**src/rtl/misc_pipe_pkg.sv**
```systemverilog
// Shared types for the misc (jump/upper-immediate) execution pipe.
// Holds the op and exception-cause encodings plus a pointer-width helper for the result queue.
package misc_pipe_pkg;

  typedef enum logic [2:0] {
    INSTR_JALR  = 3'd0,
    INSTR_JAL   = 3'd1,
    INSTR_LUI   = 3'd2,
    INSTR_AUIPC = 3'd3,
    INSTR_INVAL = 3'd4
  } op_t;

  typedef enum logic [3:0] {
    EXC_INSTR_MISALIGNED = 4'd0,
    EXC_ILLEGAL_INSTR    = 4'd2
  } exc_cause_t;

  localparam int REG_IDX_W = 5;

  // A one-entry queue still needs a one-bit pointer.
  function automatic int ptr_width(input int depth);
    return (depth > 1) ? $clog2(depth) : 1;
  endfunction

endpackage

```
**src/rtl/misc_fifo.sv**
```systemverilog
// In-order result queue for misc_pipe: registered storage, wrapping pointers,
// and flush that clears occupancy and pointers at the next edge.
module misc_fifo
  import misc_pipe_pkg::*;
#(
  parameter int WIDTH = 8,
  parameter int DEPTH = 2
) (
  input  logic                         clk,
  input  logic                         rst_n,
  input  logic                         push_i,
  input  logic                         pop_i,
  input  logic                         flush_i,
  input  logic [WIDTH-1:0]             wdata_i,
  output logic [WIDTH-1:0]             rdata_o,
  output logic [$clog2(DEPTH+1)-1:0]   count_o
);

  localparam int PTR_W = ptr_width(DEPTH);
  localparam int CNT_W = $clog2(DEPTH + 1);

  logic [WIDTH-1:0] mem_q [DEPTH];
  logic [PTR_W-1:0] wr_ptr_q, wr_ptr_d;
  logic [PTR_W-1:0] rd_ptr_q, rd_ptr_d;
  logic [CNT_W-1:0] cnt_q, cnt_d;

  function automatic logic [PTR_W-1:0] ptr_inc(input logic [PTR_W-1:0] p);
    return (p == PTR_W'(DEPTH - 1)) ? '0 : p + PTR_W'(1);
  endfunction

  // Pointer and occupancy next state; flush overrides any push or pop.
  always_comb begin
    wr_ptr_d = wr_ptr_q;
    rd_ptr_d = rd_ptr_q;
    cnt_d    = cnt_q;
    if (flush_i) begin
      wr_ptr_d = '0;
      rd_ptr_d = '0;
      cnt_d    = '0;
    end else begin
      if (push_i) begin
        wr_ptr_d = ptr_inc(wr_ptr_q);
      end else begin
        wr_ptr_d = wr_ptr_q;
      end
      if (pop_i) begin
        rd_ptr_d = ptr_inc(rd_ptr_q);
      end else begin
        rd_ptr_d = rd_ptr_q;
      end
      case ({push_i, pop_i})
        2'b10:   cnt_d = cnt_q + CNT_W'(1);
        2'b01:   cnt_d = cnt_q - CNT_W'(1);
        default: cnt_d = cnt_q;
      endcase
    end
  end

  // Pointer and occupancy registers.
  always_ff @(posedge clk or negedge rst_n) begin
    if (!rst_n) begin
      wr_ptr_q <= '0;
      rd_ptr_q <= '0;
      cnt_q    <= '0;
    end else begin
      wr_ptr_q <= wr_ptr_d;
      rd_ptr_q <= rd_ptr_d;
      cnt_q    <= cnt_d;
    end
  end

  // Entry storage; a push in a flush cycle is discarded.
  always_ff @(posedge clk or negedge rst_n) begin
    if (!rst_n) begin
      for (int i = 0; i < DEPTH; i++) begin
        mem_q[i] <= '0;
      end
    end else if (push_i && !flush_i) begin
      mem_q[wr_ptr_q] <= wdata_i;
    end
  end

  assign rdata_o = mem_q[rd_ptr_q];
  assign count_o = cnt_q;

endmodule

```
**src/rtl/misc_pipe.sv**
```systemverilog
// Misc execution pipe: computes JAL/JALR/LUI/AUIPC results combinationally and
// queues them in order behind a decoupled valid/ready result interface.
module misc_pipe
  import misc_pipe_pkg::*;
#(
  parameter int XLEN  = 32,
  parameter int DEPTH = 2,
  parameter int HAS_C = 0
) (
  input  logic                 clk,
  input  logic                 rst,
  input  logic                 flush,
  input  logic                 in_valid,
  output logic                 in_ready,
  input  op_t                  in_op,
  input  logic [XLEN-1:0]      in_pc,
  input  logic [XLEN-1:0]      in_rs1_val,
  input  logic [XLEN-1:0]      in_imm,
  input  logic [REG_IDX_W-1:0] in_rd,
  input  logic                 in_rvc,
  output logic                 out_valid,
  input  logic                 out_ready,
  output logic [REG_IDX_W-1:0] out_rd,
  output logic [XLEN-1:0]      out_rd_val,
  output logic                 out_br_valid,
  output logic [XLEN-1:0]      out_br_target,
  output logic                 out_exc_valid,
  output exc_cause_t           out_exc_cause,
  output logic [XLEN-1:0]      out_exc_tval
);

  typedef struct packed {
    logic [REG_IDX_W-1:0] rd;
    logic [XLEN-1:0]      rd_val;
    logic                 br_valid;
    logic [XLEN-1:0]      br_target;
    logic                 exc_valid;
    exc_cause_t           exc_cause;
    logic [XLEN-1:0]      exc_tval;
  } entry_t;

  localparam int ENTRY_W = $bits(entry_t);
  localparam int CNT_W   = $clog2(DEPTH + 1);

  entry_t             res;
  entry_t             head;
  logic [XLEN-1:0]    link;
  logic [XLEN-1:0]    jalr_tgt;
  logic [XLEN-1:0]    jal_tgt;
  logic [ENTRY_W-1:0] rdata;
  logic [CNT_W-1:0]   count;
  logic               push;
  logic               pop;
  logic               init_q;

  // Without C, a jump to a half-word boundary traps instead of redirecting.
  function automatic entry_t jump_result(input logic [XLEN-1:0] tgt,
                                         input logic [XLEN-1:0] lnk,
                                         input logic [REG_IDX_W-1:0] rd);
    entry_t r;
    r = '0;
    if ((HAS_C == 0) && tgt[1]) begin
      r.exc_valid = 1'b1;
      r.exc_cause = EXC_INSTR_MISALIGNED;
      r.exc_tval  = tgt;
    end else begin
      r.rd        = rd;
      r.rd_val    = lnk;
      r.br_valid  = 1'b1;
      r.br_target = tgt;
    end
    return r;
  endfunction

  // Result computation for the op presented this cycle.
  always_comb begin
    res      = '0;
    link     = in_pc + (((HAS_C != 0) && in_rvc) ? XLEN'(2) : XLEN'(4));
    jalr_tgt = (in_rs1_val + in_imm) & ~XLEN'(1);
    jal_tgt  = in_pc + in_imm;
    case (in_op)
      INSTR_JALR: res = jump_result(jalr_tgt, link, in_rd);
      INSTR_JAL:  res = jump_result(jal_tgt, link, in_rd);
      INSTR_LUI: begin
        res.rd     = in_rd;
        res.rd_val = in_imm;
      end
      INSTR_AUIPC: begin
        res.rd     = in_rd;
        res.rd_val = in_pc + in_imm;
      end
      default: begin
        res.exc_valid = 1'b1;
        res.exc_cause = EXC_ILLEGAL_INSTR;
        res.exc_tval  = in_pc;
      end
    endcase
  end

  // Holds off acceptance until the first edge after reset release.
  always_ff @(posedge clk or negedge rst) begin
    if (!rst) begin
      init_q <= 1'b0;
    end else begin
      init_q <= 1'b1;
    end
  end

  assign out_valid = (count != CNT_W'(0));
  assign pop       = out_valid && out_ready;
  assign in_ready  = init_q && ((count != CNT_W'(DEPTH)) || pop);
  assign push      = in_valid && in_ready;

  misc_fifo #(
    .WIDTH (ENTRY_W),
    .DEPTH (DEPTH)
  ) u_fifo (
    .clk     (clk),
    .rst_n   (rst),
    .push_i  (push),
    .pop_i   (pop),
    .flush_i (flush),
    .wdata_i (res),
    .rdata_o (rdata),
    .count_o (count)
  );

  assign head          = out_valid ? entry_t'(rdata) : '0;
  assign out_rd        = head.rd;
  assign out_rd_val    = head.rd_val;
  assign out_br_valid  = head.br_valid;
  assign out_br_target = head.br_target;
  assign out_exc_valid = head.exc_valid;
  assign out_exc_cause = head.exc_cause;
  assign out_exc_tval  = head.exc_tval;

endmodule

```
**config.mk**
```make
export PLATFORM = sky130hd
export DESIGN_NAME = misc_pipe
export DESIGN_NICKNAME = d
export VERILOG_FILES = /design/src/rtl/misc_pipe_pkg.sv /design/src/rtl/misc_fifo.sv /design/src/rtl/misc_pipe.sv
export SDC_FILE = /design/constraint.sdc
export NUM_CORES = 1
export LEC_CHECK = 0
export CORE_MARGIN = 2
export CORE_UTILIZATION = 40
export DETAILED_ROUTE_END_ITERATION = 6
export SYNTH_ARGS = -nofsm -noshare
export SYNTH_HDL_FRONTEND = slang
export SYNTH_SLANG_ARGS = --single-unit
```
**constraint.sdc**
```tcl
create_clock -name clk -period 2.9 [get_ports clk]
set_input_delay 0.435 -clock clk [delete_from_list [all_inputs] [get_ports clk]]
set_output_delay 0.435 -clock clk [all_outputs]
set_load 0.02 [all_outputs]
```
==> flow_summary.json <==
{
  "overflow": 0,
  "dieArea_sq_um": 37830,
  "clkTransAtPathRegs_ns": 0.06,
  "wl_per_cell_um": 19.52,
  "critPathLaunchType": "input port",
  "p_per_area_nw_per_um2": 463.3,
  "grt_max_degree": 87,
  "clkLatencyLatePin_ns": 0.49,
  "core_area_sq_um": 35660,
  "synth_edf_count": 0,
  "detail-route-antenna-nets": 0,
  "reg2reg_from": "u_fifo.count_o[0]$_DFFE_PN0P_",
  "clock-sinks": 211,
  "synth_ff_type": "dfrtp_1",
  "rows": 69,
  "drt-initial-drc-count": 1117,
  "grt.total_usage": 0.2726,
  "antenna_found_initial": 2,
  "firstDrtPassIters": 6,
  "gp_congestion": 0.9260,
  "synth.cell_area_sq_um": 14520,
  "fmax_mhz": 352.7,
  "grt_pass1_vias": 14465,
  "die_h_um": 194.5,
  "yosysTopAreaCell": "dfrtp_1",
  "drc": 0,
  "status": "complete, but fails checks",
  "grt_pass1_wl_um": 81100,
  "syn_area_per_cell_sq_um": 8.488,
  "die_w_um": 194.5,
  "syn2layout_area_growth_pct": 47.77,
  "path_max_fanout": 3,
  "vias": 14771,
  "synthTopCellsByCount": "287 x nand2_1, 211 x dfrtp_1, 173 x o21ai_0",
  "yosysSeqAreaShare": 0.3638,
  "yosysMostFrequentCell": "nand2_1",
  "ios": 219,
  "hpwl_um": 41600,
  "clock_skew_ns": 0.004722,
  "slew_viol_final": 0,
  "drv_cap": 0,
  "r2r_slack_ns": 0.85,
  "ir_drop_uv": 355.9,
  "cts_buffer_depth": 3,
  "tightest_slew_ns": 0.6763,
  "synth.distinct_cells": 71,
  "synthCells": 1710,
  "violations": "hold timing",
  "synth_area_leaders": "dfrtp_1 36%, mux2i_1 8.8%, nand2_1 7.4%, o21ai_0 6.0%, ha_1 5.3%",
  "crit_chain": "clkdlybuf4s50_1 > ha_1 > buf_4 > a21oi_2 > a21oi_2 > a221oi_2 > o211ai_1 > buf_4 > a31o_1 > xor2_2 > a221o_1 > mux2_4",
  "hold_violations": 18,
  "cp_top_family": "compound AO/OA/AOI/OAI gates",
  "cts-root-buf": "clkbuf_16",
  "crit_arrival_ns": 3.22,
  "finalSetupViolCount": 0,
  "synth-seq-cells": 211,
  "stdcell_count": 2715,
  "p_leak_nw": 9.546,
  "min_path_type": "input port to asynchronous set/reset pin",
  "drive_gt1_frac": 0.2691,
  "crit_type": "input port to register",
  "critPathCaptureType": "register",
  "final_nets": 2413,
  "cts_max_level": 1,
  "synth.top_cell.area_share": 0.3638,
  "crit_buf_inv": 3,
  "critPathMaxStageDelay_ns": 0.40,
  "start_util": 0.4071,
  "port_buffers": 213,
  "finalWirelength_um": 53010,
  "reg2regPathDepth": 7,
  "finalPower_w": 0.009937,
  "finalCritPeriodShare": 0.9776,
  "slew_headroom": 0.5491,
  "cts_buffers": 22,
  "vias_per_cell": 5.441,
  "slowest_stage": "clkdlybuf4s50_1",
  "placed_cells": 2667,
  "critPathRequiredTime_ns": 3.28,
  "r2r-end": "u_fifo.mem_q[28]$_DFFE_PN0P_",
  "cts_tree": "yes",
  "period_needed_ns": 2.835,
  "yosysWarnings": 0,
  "async_reset_ff_frac": 1.000,
  "fin_hold_ws_ns": -0.02289
}
==> worst reg2reg max path, cell delays in order (launching register included) <==
cell and delay, ns:
dfrtp_1 0.42, nor2_1 0.07, a21boi_1 0.18, nand2_1 0.15
nor2_1 0.22, and2_2 0.21, buf_12 0.26, mux2_2 0.42
==> per-layer routing <==
layer / vias to the layer above / track usage / share of wire
met5: - / 0 / 0
li1: 7134 / - / -
met4: 0 / 0.05812 / 0.018
met1: 7123 / 0.4059 / 0.48
met2: 461 / 0.4255 / 0.45
met3: 53 / 0.03141 / 0.061
==> cells in the final DEF (no fill, tap or decap), types with 7 or more instances in the layout <==
cell type and instances:
buf_4 385, nand2_1 284, dfrtp_1 210, nor2_1 164
clkdlybuf4s50_1 164, o21ai_0 155, mux2i_1 128, a21oi_1 67
mux2_2 42, ha_1 40, xnor2_1 39, xor2_1 35
a22oi_1 28, o21ai_1 25, nand3_1 24, clkbuf_16 23
dlymetal6s2s_1 23, inv_1 21, ha_4 21, a21o_1 19
nand4_1 19, o22ai_1 17, dlygate4sd2_1 17, a21oi_2 16
nand2b_1 14, o211ai_1 13, a31oi_1 13, nor3_1 13
a222oi_1 12, and3_1 12, buf_12 12, o21a_1 8
xnor2_2 8, nor2b_1 7, a22oi_2 7
==> through the flow <==
stage	utilization	setup TNS, ns	worst slack, ns	area (sq um)
3_5_place_dp	0.5587	-95.40	-0.8855	19920
4_1_cts	0.5894	0	0.003378	21020
3_3_place_gp	0.5587	-90.02	-0.8358	19920
5_1_grt	0.6014	-0.03347	-0.01353	21440
6_report	0.6016	0	0.06510	21450
2_1_floorplan	-	0	0.03790	14530
==> repair_timing <==
| item | CTS | global route |
|---|---|---|
| hold buffers | 0 | 0 |
| resized for setup | 103 | 98 |
| buffers inserted | 8 | 3 |
| pin swaps | 52 | 41 |
| setup endpoints to repair | 107 | 102 |
==> where the power goes <==
part / switching (W) / internal [W]
clock: 0.00111 / 0.00155
sequential: 0.000249 / 0.00342
combinational: 0.00189 / 0.00172
total: 0.00326 / 0.00668
==> registers in the layout (all words and copies together), names as in the netlist <==
register / cells
u_fifo.mem_q: 206
u_fifo.wr_ptr_q: 1
init_q: 1
u_fifo.rd_ptr_q: 1
u_fifo.count_o: 2
==> cells by family (layout without fill, tap and decap cells) <==
logic type	count (synthesis)	after routing	synth area share
AND/OR/NAND/NOR	580	580	0.1705
adder cells (fa/ha/maj)	64	64	0.05620
flip-flops	211	211	0.3638
AO/OA/AOI/OAI	459	459	0.1967
XOR/XNOR	87	87	0.05301
other	2	7	0.0005174
buffers and inverters	134	673	0.03612
multiplexers	173	173	0.1232
==> worst max path at each step <==
stage,to,slack [ns],start,depth (start not counted)
after detailed placement,u_fifo.mem_q[193]$_DFFE_PN0P_,-0.89,in_imm[0],15
after global placement,u_fifo.mem_q[122]$_DFFE_PN0P_,-0.84,in_imm[1],15
after CTS,u_fifo.mem_q[25]$_DFFE_PN0P_,0.003,in_rs1_val[2],12
final,u_fifo.mem_q[132]$_DFFE_PN0P_,0.07,in_rs1_val[3],12
after floorplan,u_fifo.mem_q[195]$_DFFE_PN0P_,0.04,in_pc[0],12
after global routing,u_fifo.mem_q[133]$_DFFE_PN0P_,-0.01,in_rs1_val[5],13
==> final cells by class <==
cell class | instances | area (sq um)
Clock buffer | 33 | 653.1
Fill cell | 3229 | 14210
Clock inverter | 4 | 20.02
Tap cell | 461 | 576.8
Antenna cell | 2 | 5.005
Inverter | 23 | 86.33
Timing Repair Buffer | 613 | 5296
Sequential cell | 211 | 5284
Multi-Input combinational cell | 1368 | 9528
Note: power is estimated with default switching activity, not from simulation.
